===== config.mk =====
export PLATFORM = sky130hd
export DESIGN_NAME = systolic_seq_ctrl
export DESIGN_NICKNAME = d
export VERILOG_FILES = /design/src/rtl/systolic_pkg.sv /design/src/rtl/systolic_seq_ctrl_skew.sv /design/src/rtl/systolic_seq_ctrl.sv
export SDC_FILE = /design/constraint.sdc
export NUM_CORES = 1
export LEC_CHECK = 0
export CAP_MARGIN = 10
export CORE_AREA = 2 2 276 278
export CTS_BUF_LIST = sky130_fd_sc_hd__clkbuf_4 sky130_fd_sc_hd__clkbuf_8 sky130_fd_sc_hd__clkbuf_16
export DETAILED_ROUTE_END_ITERATION = 7
export DIE_AREA = 0 0 278 280
export GPL_ROUTABILITY_DRIVEN = 0
export PLACE_DENSITY = 0.41
export REMOVE_ABC_BUFFERS = 1
export SYNTH_ARGS = -nofsm -noshare
export SYNTH_HDL_FRONTEND = slang
export SYNTH_HIERARCHICAL = 1
export SYNTH_SLANG_ARGS = --single-unit

===== constraint.sdc =====
create_clock -name clk -period 2.56 [get_ports clk]
set_clock_uncertainty 0.1 [all_clocks]
set_input_delay 0.256 -clock clk [delete_from_list [all_inputs] [get_ports clk]]
set_output_delay 0.256 -clock clk [all_outputs]
set_load 0.02 [all_outputs]

===== src/rtl/systolic_pkg.sv =====
// Shared types and helpers for the systolic array job sequencer.
package systolic_pkg;

    typedef enum logic [2:0] {
        StIdle,
        StClear,
        StFeed,
        StDrain,
        StOutput,
        StDone
    } seq_state_e;

    // Skew flush of both edges plus the final MAC at the far corner PE.
    function automatic int unsigned drain_cyc(input int unsigned m, input int unsigned n,
                                              input int unsigned pe_lat);
        return m + n + pe_lat + 1;
    endfunction

    function automatic int unsigned idx_width(input int unsigned m, input int unsigned n);
        return (m * n > 1) ? $clog2(m * n) : 1;
    endfunction

endpackage


===== src/rtl/systolic_seq_ctrl_skew.sv =====
// skew_line: DEPTH-stage delay line carrying data plus valid, with synchronous flush.
module skew_line #(
    parameter int unsigned DEPTH = 1,
    parameter int unsigned W     = 8
) (
    input  logic         clk,
    input  logic         rst,
    input  logic         flush,
    input  logic         in_valid,
    input  logic [W-1:0] in_data,
    output logic         out_valid,
    output logic [W-1:0] out_data
);

    logic [DEPTH-1:0] vld_q;
    logic [W-1:0]     dat_q [DEPTH];

    always_ff @(posedge clk or posedge rst) begin
        if (rst) begin
            vld_q <= '0;
            for (int s = 0; s < int'(DEPTH); s++) dat_q[s] <= '0;
        end else if (flush) begin
            vld_q <= '0;
            for (int s = 0; s < int'(DEPTH); s++) dat_q[s] <= '0;
        end else begin
            vld_q[0] <= in_valid;
            // Invalid slots carry zero so downstream never sees stale operands.
            dat_q[0] <= in_valid ? in_data : '0;
            for (int s = 1; s < int'(DEPTH); s++) begin
                vld_q[s] <= vld_q[s-1];
                dat_q[s] <= dat_q[s-1];
            end
        end
    end

    assign out_valid = vld_q[DEPTH-1];
    assign out_data  = dat_q[DEPTH-1];

endmodule


===== src/rtl/systolic_seq_ctrl.sv =====
// Job sequencer for the MxN systolic MAC array: clear, skewed feed, drain, result readout.
// Optional SYSCTRL_ABORT_EN adds an abort input that forces DONE from any busy state.
module systolic_seq_ctrl
    import systolic_pkg::*;
#(
    parameter int unsigned DATA_W = 8,
    parameter int unsigned ACC_W  = 32,
    parameter int unsigned M      = 4,
    parameter int unsigned N      = 4,
    parameter int unsigned K_W    = 8,
    parameter int unsigned PE_LAT = 1
) (
    input  logic                        clk,
    input  logic                        rst,
    input  logic                        start,
    input  logic [K_W-1:0]              k_len,
    output logic                        busy,
    output logic                        done,
    output logic                        a_rd_en,
    output logic                        b_rd_en,
    output logic [K_W-1:0]              op_rd_addr,
    input  logic [M*DATA_W-1:0]         a_rd_data,
    input  logic [N*DATA_W-1:0]         b_rd_data,
    output logic                        arr_clear,
    output logic [M*DATA_W-1:0]         a_feed,
    output logic [M-1:0]                a_feed_valid,
    output logic [N*DATA_W-1:0]         b_feed,
    output logic [N-1:0]                b_feed_valid,
    input  logic [M*N*ACC_W-1:0]        acc_flat,
    output logic [ACC_W-1:0]            res_data,
    output logic [idx_width(M, N)-1:0]  res_idx,
    output logic                        res_valid,
`ifdef SYSCTRL_ABORT_EN
    input  logic                        abort,
`endif
    input  logic                        res_ready
);

    localparam int unsigned IDX_W     = idx_width(M, N);
    localparam int unsigned NRES      = M * N;
    localparam int unsigned DRAIN_CYC = drain_cyc(M, N, PE_LAT);
    localparam int unsigned DRAIN_W   = $clog2(DRAIN_CYC + 1);

    localparam logic [IDX_W-1:0]   LAST_IDX   = IDX_W'(NRES - 1);
    localparam logic [DRAIN_W-1:0] DRAIN_LAST = DRAIN_W'(DRAIN_CYC - 1);

    seq_state_e         state_q, state_d;
    logic [K_W-1:0]     k_q, k_d;
    logic [K_W-1:0]     feed_cnt_q, feed_cnt_d;
    logic [DRAIN_W-1:0] drain_cnt_q, drain_cnt_d;
    logic [IDX_W-1:0]   idx_q, idx_d;
    logic               rd_en_q;
    logic               abort_req;
    logic [ACC_W-1:0]   acc_arr [NRES];

`ifdef SYSCTRL_ABORT_EN
    assign abort_req = abort && (state_q != StIdle);
`else
    assign abort_req = 1'b0;
`endif

    always_ff @(posedge clk or posedge rst) begin
        if (rst) begin
            state_q     <= StIdle;
            k_q         <= '0;
            feed_cnt_q  <= '0;
            drain_cnt_q <= '0;
            idx_q       <= '0;
            rd_en_q     <= 1'b0;
        end else begin
            state_q     <= state_d;
            k_q         <= k_d;
            feed_cnt_q  <= feed_cnt_d;
            drain_cnt_q <= drain_cnt_d;
            idx_q       <= idx_d;
            // Buffer data lands one cycle after the strobe; this marks it valid.
            rd_en_q     <= (state_q == StFeed) && !abort_req;
        end
    end

    always_comb begin
        state_d     = state_q;
        k_d         = k_q;
        feed_cnt_d  = feed_cnt_q;
        drain_cnt_d = drain_cnt_q;
        idx_d       = idx_q;

        unique case (state_q)
            StIdle: begin
                if (start) begin
                    k_d     = k_len;
                    state_d = StClear;
                end
            end
            StClear: begin
                feed_cnt_d  = '0;
                drain_cnt_d = '0;
                idx_d       = '0;
                state_d     = (k_q == '0) ? StOutput : StFeed;
            end
            StFeed: begin
                feed_cnt_d = feed_cnt_q + 1'b1;
                if (feed_cnt_q == k_q - 1'b1) state_d = StDrain;
            end
            StDrain: begin
                drain_cnt_d = drain_cnt_q + 1'b1;
                if (drain_cnt_q == DRAIN_LAST) state_d = StOutput;
            end
            StOutput: begin
                if (res_ready) begin
                    idx_d = idx_q + 1'b1;
                    if (idx_q == LAST_IDX) state_d = StDone;
                end
            end
            StDone:  state_d = StIdle;
            default: state_d = StIdle;
        endcase

        if (abort_req) state_d = StDone;
    end

    assign busy       = (state_q != StIdle);
    assign done       = (state_q == StDone);
    assign arr_clear  = (state_q == StClear);
    assign a_rd_en    = (state_q == StFeed);
    assign b_rd_en    = (state_q == StFeed);
    assign op_rd_addr = (state_q == StFeed) ? feed_cnt_q : '0;

    for (genvar p = 0; p < NRES; p++) begin : g_acc
        assign acc_arr[p] = acc_flat[p*ACC_W +: ACC_W];
    end

    assign res_valid = (state_q == StOutput);
    assign res_idx   = res_valid ? idx_q : '0;
    assign res_data  = res_valid ? acc_arr[idx_q] : '0;

    for (genvar i = 0; i < M; i++) begin : g_row
        skew_line #(
            .DEPTH (i + 1),
            .W     (DATA_W)
        ) u_skew (
            .clk       (clk),
            .rst       (rst),
            .flush     (abort_req),
            .in_valid  (rd_en_q),
            .in_data   (a_rd_data[i*DATA_W +: DATA_W]),
            .out_valid (a_feed_valid[i]),
            .out_data  (a_feed[i*DATA_W +: DATA_W])
        );
    end

    for (genvar j = 0; j < N; j++) begin : g_col
        skew_line #(
            .DEPTH (j + 1),
            .W     (DATA_W)
        ) u_skew (
            .clk       (clk),
            .rst       (rst),
            .flush     (abort_req),
            .in_valid  (rd_en_q),
            .in_data   (b_rd_data[j*DATA_W +: DATA_W]),
            .out_valid (b_feed_valid[j]),
            .out_data  (b_feed[j*DATA_W +: DATA_W])
        );
    end

endmodule


==> flow_summary.ini, run 1 <==
[run]
drv_cap = 0

[timing]
maxSlewHeadroom_pct = 52.0
setup_slack_ns = -0.701
finalCritPeriodShare_pct = 127
setup_viol = 32
maxSlewViolCount = 0
tns_ns = -19.06
fmax_mhz = 307
rsz0062_at_grt = true
whs_ns = 0.145
worst_pin_slew_ns = 0.719
period_minus_slack_ns = 3.26
final_hold_viol_count = 0

[status]
violations = setup timing
status = complete, but fails checks

[floorplan]
core_um2 = 75200
die_width_um = 278
io_pins = 710
rows = 101
start_util_pct = 16.0
die_h_um = 280
die-area_um2 = 77800

[setup_path]
critical_path_class = reg -> out
r2r_slack_ns = 0.67
critPathBufInv = 4
max_stage_delay_ns = 0.60
end_kind = primary output
critPathSlowestCell = mux4_2
r2r-end = state_q[0]
cp_data_required_time_ns = 2.20
cp.arrival_ns = 2.91
worstReg2RegStart = state_q[2]
worstRegToRegCells = 6
cp-start-kind = register
path_cells = buf_12, buf_16, buf_12, mux4_2, mux4_2, and2_4, buf_6
path_max_fanout = 6
cp_top_family = multiplexers

[clocking]
cts_hold_buffers = 0
cts.sinks = 208
clk_pin_slew_ns = 0.06
cts_tree = built
numCtsBuffers = 25
clock_latency_ns = 0.52
h-tree-depth = 1
cts_buffer_depth = 3
clock-root-buffer = clkbuf_16

[global_routing]
grt_pass1_vias = 11500
gr-total-overflow = 0
grt.total_usage_pct = 18.9
grt_pass1_wl_mm = 100
antenna_found_initial = 58
grt_max_degree = 57

[cells_and_area]
syn_to_final_growth_pct = 85.0
final_common_cell = clkdlybuf4s50_1
layout_common_cells = clkdlybuf4s50_1 (661), dfrtp_1 (203), mux4_2 (160), nor2b_1 (105), conb_1 (72)
final_area_um2 = 22200
final_cells = 2650
final_nets = 2235
drive_above_1_share_pct = 23.5

[logic_synthesis]
synth_area_um2 = 12000
async_reset_ff_share_pct = 100
synth_seq_cells = 208
syn_area_per_cell_um2 = 14.1
ys_top_cells_by_area = dfrtp_1 (43%), mux4_2 (30%), nor2b_1 (5.5%), and3b_1 (4.2%), buf_4 (3.1%)
syn_inst = 851
synth_top_area_share_pct = 43.3
yosysTopAreaCell = dfrtp_1
seq_area_frac_synth_pct = 43.3
synth_cell_types = 42
synthFlopType = dfrtp_1
synth-edff-count = 0
synth.yosys.warnings = 6

[power_and_ir_drop]
p_int_w = 0.00988
p_sw_share_pct = 31.2
p_comb_share_pct = 47.2
p_seq_share_pct = 27.8
clkPwrFrac_pct = 25.0
p_per_area_nw_per_um2 = 646
power_switching_w = 0.00449
vdd_drop_max_uv = 411
p_leak_nw = 9.34

[drt]
drc = 0
first_iter_violations = 616
dr.pass1.iters = 5
routed_wl_mm = 74.8
avgViaCountPerCell = 4.03
via_count = 10700
ant_nets = 0
wl_per_cell_um = 28.2

[placement]
dp_slack_ns = -0.422
dpl_cell_area_um2 = 20500
io_buffers = 709
dp.cells = 2552
hpwl_mm = 65.4

[worst_hold_path]
hold_class = in -> async
## flip-flops by register name (all words and copies together) (netlist names), 3 cells and up
| name | cells |
|---|---|
| drain_cnt_q | 4 |
| feed_cnt_q | 8 |
| g_col.u_skew/dat_q | 48 |
| g_col.u_skew/out_data | 32 |
| g_col.u_skew/vld_q | 9 |
| g_row.u_skew/dat_q | 48 |
| g_row.u_skew/out_data | 32 |
| g_row.u_skew/vld_q | 9 |
| idx_q | 4 |
| k_q | 8 |
| state_q | 3 |
## Yosys cell counts (all sizes together), types with 2 or more instances
library cell and number:
a21o 3, a21oi 4, a22o 4, a31oi 4, and2 33, and3 17, and3b 64, buf 80
clkbuf 28, dfrtp 208, ha 6, inv 15, mux2 6, mux4 160, nand2 26, nand2b 3
nand3 3, nand4 3, nor2 12, nor2b 117, nor3 6, nor3b 2, nor4bb 2, o21ai 24
xnor2 8, xor2 3
## area by class of cell
cell class	count	area, µm²
Clock inverter	11	128
Timing Repair Buffer	800	8470
Sequential cell	208	5220
Clock buffer	34	724
Multi-Input combinational cell	590	6380
Inverter	16	60.1
Fill cell	7659	53000
Tap cell	978	1220
Antenna cell	13	32.5
## what timing repair did
action,CTS,global route
gates cloned,8,0
buffers inserted,29,6
pin swaps,11,9
gates resized for setup,130,40
setup endpoints to repair,35,44
## how the worst max path moves through the flow
| stage | from | end | slack, ns | cells past startpoint |
|---|---|---|---|---|
| 5_1_grt | idx_q[0] | res_data[30] | -0.77 | 7 |
| 4_1_cts | idx_q[0] | res_data[30] | -0.74 | 7 |
| 3_5_place_dp | acc_flat[326] | res_data[6] | -0.42 | 5 |
| 2_1_floorplan | idx_q[0] | res_data[0] | -4.14 | 3 |
| 3_3_place_gp | acc_flat[326] | res_data[6] | -0.42 | 5 |
| 6_report | idx_q[0] | res_data[30] | -0.70 | 7 |
## power groups by stage
| stage | sequential (W) | clock, W | combinational (W) |
|---|---|---|---|
| 6_report | 0.00399 | 0.00359 | 0.00678 |
| 3_5_place_dp | 0.00404 | 0 | 0.00591 |
| 3_3_place_gp | 0.00403 | 0 | 0.00587 |
| 4_1_cts | 0.00400 | 0.00375 | 0.00679 |
| 2_1_floorplan | 0.00444 | 0 | 0.00253 |
| 5_1_grt | 0.00405 | 0.00388 | 0.00724 |
## cell families (layout without fill, tap and decap cells)
kind of cell | Yosys count | count (layout) | synth area share (%)
AOI/OAI and AO/OA | 45 | 45 | 2.29
adders and majority gates | 6 | 6 | 0.625
other | 1 | 85 | 0.0312
and+or+nand+nor | 290 | 290 | 15.9
buffers and inverters | 124 | 861 | 6.46
muxes | 166 | 166 | 30.5
DFF | 208 | 208 | 43.3
xor gates and xnor gates | 11 | 11 | 0.802
## stage by stage
step / power (W) / utilization [%]
after detailed placement: 0.00995 / 27.3
after CTS: 0.0145 / 29.4
after floorplan: 0.00696 / -
final: 0.0144 / 29.6
after global placement: 0.00990 / 27.3
after global routing: 0.0152 / 29.5
## per-layer routing
metal | track usage [%] | share of wire (%) | vias to the layer above
met4 | 3.19 | 2.1 | 38
met1 | 21.9 | 37 | 5257
met3 | 7.62 | 10 | 130
met5 | 0 | 0.31 | -
met2 | 33.1 | 50 | 617
li1 | - | - | 4649
Note: power is estimated with default switching activity, not from simulation.
==> run 2: changes to the inputs <==
CORE_AREA = 3 3 277 279   (was 2 2 276 278)
DIE_AREA = 0 0 280 282   (was 0 0 278 280)
SETUP_SLACK_MARGIN = 0.5   (was not set)
==> run 2 against run 1 <==
  * The run still ends with setup timing left
  * Power shrank 1.6%
  * Die area is 1.4% higher
  * Combinational power is 0.9% lower
  * Fmax grew 1.8%
  * Count of clock-buffer cells in the layout down 1
  * Largest cell class unchanged
  * Design area decreased by 1.2%
  * Core utilization fell by 0.061 points
  * Routed wire length increased by 3.7%
  * Highest routed layer unchanged
  * Hold slack better by 0.080 ns
  * Global-route usage rose by 0.22 points
  * First-iteration DRC count down 3.7%
  * Critical path depth rose by 1
==> flow_summary.ini, run 2 (synthesis results as in run 1) <==
[clocking]
cts.sinks = 208
h-tree-depth = 1
numCtsBuffers = 24
cts_hold_buffers = 0
clock-root-buffer = clkbuf_16
clk_pin_slew_ns = 0.06
cts_buffer_depth = 3
cts_tree = built
clock_latency_ns = 0.52

[timing]
rsz0062_at_grt = true
finalCritPeriodShare_pct = 125
worst_pin_slew_ns = 0.639
setup_viol = 32
whs_ns = 0.225
maxSlewViolCount = 0
maxSlewHeadroom_pct = 57.3
setup_slack_ns = -0.643
fmax_mhz = 312
final_hold_viol_count = 0
period_minus_slack_ns = 3.20
tns_ns = -17.72

[setup_path]
max_stage_delay_ns = 0.50
end_kind = primary output
cp.arrival_ns = 2.85
path_cells = buf_12, buf_12, buf_16, buf_8, mux4_2, mux4_2, and2_4, buf_6
cp_top_family = multiplexers
critPathSlowestCell = mux4_2
critPathBufInv = 5
cp_data_required_time_ns = 2.20
cp-start-kind = register
path_max_fanout = 8
critical_path_class = reg -> out

[floorplan]
die_h_um = 282
core_um2 = 74400
start_util_pct = 16.1
die_width_um = 280
io_pins = 710
rows = 100
die-area_um2 = 79000

[global_routing]
use_met3_pct = 8.41
grt.total_usage_pct = 19.1
gr-total-overflow = 0
grt-busiest-layer = met2
grt_pass1_vias = 11500
grt_max_degree = 62
grt_pass1_wl_mm = 102
met2_usage_pct = 33.8
grt.met1_usage_pct = 21.3
antenna_found_initial = 61

[power_and_ir_drop]
p_leak_nw = 9.04
p_per_area_nw_per_um2 = 643
vdd_drop_max_uv = 431

[status]
violations = setup timing
status = complete, but fails checks

[cells_and_area]
final_common_cell = clkdlybuf4s50_1
fillCellCount = 7579
final_area_um2 = 22000
drive_above_1_share_pct = 24.4
final_nets = 2225
seqCellArea_um2 = 5220
multi_input_area_um2 = 6420
syn_to_final_growth_pct = 82.8
reg_top3 = g_col.u_skew/dat_q x48, g_row.u_skew/dat_q x48
layout_common_cells = clkdlybuf4s50_1 (659), dfrtp_1 (201), mux4_2 (160), nor2b_1 (105), conb_1 (72)

[placement]
io_buffers = 709
hpwl_mm = 67.2
dp_slack_ns = -0.498
dpl_cell_area_um2 = 20400

[drt]
dr.pass1.iters = 4
ant_nets = 0
first_iter_violations = 593
drc = 0
routed_wl_mm = 77.5
wl_per_cell_um = 29.5
avgViaCountPerCell = 4.06
via_count = 10700

[worst_hold_path]
hold_class = in -> reg

[run]
drv_cap = 0
## run 2: tightest hold or removal path, stage by stage
cell and delay, ns:
clkdlybuf4s50_1 0.40, nand2_1 0.05, o21ai_0 0.07
## run 2: timing repair
action / CTS / global route
gates cloned: 8 / 3
resized for setup: 209 / 57
buffers inserted: 15 / 8
setup endpoints to repair: 50 / 49
pin swaps: 6 / 6
## run 2: report_power, final
part,switching [W],total (W),internal (W),leakage [nW]
clock,0.00133,0.00342,0.00210,0.406
combinational,0.00279,0.00672,0.00393,5.79
sequential,0.000290,0.00399,0.00370,2.84
## run 2: metal layers
layer | share of wire (%) | up-vias
li1 | - | 4635
met1 | 37 | 5264
met2 | 50 | 585
met3 | 10 | 145
met4 | 2.6 | 44
met5 | 0.38 | -
## run 2: final cells by class
type	count	area share, %
sequential	208	23.8
inverter	16	0.273
antenna	13	0.148
tap	969	5.52
clock buffer	33	3.15
multi-input combinational	590	29.2
clock inverter	10	0.518
timing repair buffer	791	37.4
## run 2: final timing paths
check | from | end | slack, ns | depth (start not counted)
max | idx_q[0] | res_data[14] | -0.64 | 8
min | k_len[0] | k_q[0] | 0.23 | 3
max reg2reg | state_q[0] | k_q[3] | 0.64 | 6
min reg2reg | g_col[2].u_skew/dat_q[21] | g_col[2].u_skew/dat_q[13] | 0.35 | 1
max in group asynchronous | rst | g_col[1].u_skew/dat_q[9] | 1.47 | 3
min in group asynchronous | rst | g_row[1].u_skew/vld_q[0] | 0.31 | 2
## run 2: through the flow
| step | power (W) | util, % | instances |
|---|---|---|---|
| after CTS | 0.0140 | 29.1 | 2606 |
| after global placement | 0.00973 | 27.3 | 2540 |
| after global routing | 0.0149 | 29.5 | 2627 |
| after detailed placement | 0.00980 | 27.3 | 2540 |
| after floorplan | 0.00696 | - | 814 |
| final | 0.0141 | 29.5 | 2630 |
==> run 3: changes to the inputs <==
CELL_PAD_IN_SITES_DETAIL_PLACEMENT = 1   (was not set)
CELL_PAD_IN_SITES_GLOBAL_PLACEMENT = 2   (was not set)
CORE_AREA = 3 3 274 276   (was 3 3 277 279)
DIE_AREA = 0 0 277 279   (was 0 0 280 282)
PLACE_DENSITY = 0.62   (was 0.41)
==> run 3 against run 2 <==
  * Power up 3.7%
  * Non-clock buffer count up 31
  * Global-route usage up 1.0 points
  * Critical path depth down 2
  * The flow still finishes with violations (setup timing)
  * Hold slack worse by 0.024 ns
  * Die area down 2.1%
  * Critical path type unchanged
==> flow_summary.ini, run 3 (synthesis results as in run 1) <==
[setup_path]
path_cells = buf_12, buf_16, mux4_2, mux4_2, and2_4, buf_6
max_stage_delay_ns = 0.60
path_common_cell = mux4_2
end_kind = primary output
critPathSlowestCell = mux4_2
critical_path_class = reg -> out
cp_data_required_time_ns = 2.20
path_max_fanout = 7
cp.arrival_ns = 2.90
cp-start-kind = register

[timing]
maxSlewViolCount = 0
setup_slack_ns = -0.694
setup_viol = 32
worst_pin_slew_ns = 0.550
final_hold_viol_count = 0
fmax_mhz = 307
period_minus_slack_ns = 3.25
rsz0062_at_grt = true
maxSlewHeadroom_pct = 63.2
finalCritPeriodShare_pct = 127
tns_ns = -19.21

[clocking]
h-tree-depth = 1
cts_buffer_depth = 3
cts.sinks = 208
clk_pin_slew_ns = 0.06
clock-root-buffer = clkbuf_16
numCtsBuffers = 25
cts_tree = built
clock_latency_ns = 0.54

[power_and_ir_drop]
vdd_drop_max_uv = 461
p_leak_nw = 9.23
p_per_area_nw_per_um2 = 656

[floorplan]
die-area_um2 = 77300
die_h_um = 279
die_width_um = 277
rows = 99
core_um2 = 72800
io_pins = 710
start_util_pct = 16.5

[drt]
wl_per_cell_um = 30.2
via_count = 11200
ant_nets = 0
dr.pass1.iters = 5
first_iter_violations = 739
routed_wl_mm = 80.0
avgViaCountPerCell = 4.22
drc = 0

[status]
status = complete, but fails checks
violations = setup timing

[run]
drv_cap = 0

[placement]
io_buffers = 709
dp.cells = 2547
hpwl_mm = 67.7

[global_routing]
grt_pass1_wl_mm = 107
grt_max_degree = 73
grt.total_usage_pct = 20.1
grt_pass1_vias = 12400
gr-total-overflow = 0
antenna_found_initial = 57

[cells_and_area]
final_common_cell = clkdlybuf4s50_1
final_cells = 2652
fillCellCount = 7919
final_nets = 2257
layout_common_cells = clkdlybuf4s50_1 (659), dfrtp_1 (201), mux4_2 (160), nor2b_1 (105), conb_1 (72)
reg_top3 = g_col.u_skew/dat_q x48, g_row.u_skew/dat_q x48
drive_above_1_share_pct = 26.6
syn_to_final_growth_pct = 86.0

[worst_hold_path]
hold_class = in -> reg
==> run 3: changes by cell type in the layout (fill, tap and decap cells not counted), sizes merged, moves of 2 or more <==
cell	delta
buf	+37
dlygate4sd2	-2
bufbuf	+2
clkinv	-5
clkdlybuf4s15	-2
inv	+4
clkinvlp	+2
bufinv	-2
==> run 3: repair_timing <==
action                                  4_1_cts  5_1_grt
pin swaps                                    28        9
cloned                                        8        0
hold buffers                                  0        0
endpoints found under the setup margin       50       51
gates resized for setup                     281       30
hold endpoints to repair                      0        0
buffers inserted                             28       12
==> run 3: critical path: cells and delay by family, from the launching register on <==
family        cells  cell delay, ns
mux               2            1.19
buf+inv           3            0.42
simple gates      1            0.18
flops             1            0.54
==> run 3: final cells by class <==
cell class	count	area (µm²)	share of cell area, %
clock buffers	36	727	3.25
flip-flops and latches	208	5220	23.4
multi-input cells	590	6470	29.0
well taps	959	1200	5.37
diodes	12	30.0	0.134
inverters	16	65.1	0.291
repair buffers	822	8550	38.3
clock inverters	9	82.6	0.369
==> run 3: path summary, 6_finish.rpt <==
kind / start / to / slack (ns) / cells after the start
max: idx_q[0] / res_data[24] / -0.69 / 6
min: k_len[0] / k_q[0] / 0.20 / 3
max reg2reg: state_q[0] / k_q[4] / 0.66 / 6
min reg2reg: g_row[1].u_skew/dat_q[10] / g_row[1].u_skew/out_data[2] / 0.35 / 1
max in group asynchronous: rst / idx_q[2] / 1.60 / 3
min in group asynchronous: rst / g_row[1].u_skew/out_data[4] / 0.30 / 2
==> run 3: metal layers <==
| metal | part of all wire (%) | vias to the layer above | wire length [µm] | GRT usage, % |
|---|---|---|---|---|
| met3 | 8.5 | 157 | 6810 | 6.55 |
| li1 | - | 4694 | - | - |
| met2 | 49 | 560 | 38800 | 34.5 |
| met4 | 3.7 | 44 | 2970 | 5.75 |
| met5 | 0.36 | - | 285 | 0 |
| met1 | 39 | 5741 | 31100 | 24.1 |
==> run 3: power by group <==
group	total, W	switching, W	leakage [nW]	internal (W)
Clock	0.00348	0.00147	0.398	0.00201
Combinational	0.00719	0.00301	5.99	0.00419
Sequential	0.00399	0.000292	2.84	0.00370
Total	0.0147	0.00477	9.23	0.00989
==> run 3: metrics by stage <==
step                      worst slack, ns  utilization, %  total power, W  hold WS [ns]  cell area (µm²)
final                              -0.694            30.7          0.0147         0.201            22400
after global routing               -0.772            30.7          0.0155         0.179            22300
after CTS                          -0.764            30.4          0.0147         0.163            22100
after detailed placement           -0.549            28.1         0.00998         0.347            20500
after global placement             -0.536            28.1         0.00988         0.340            20500
after floorplan                     -4.14               -         0.00696       -0.0161            11600
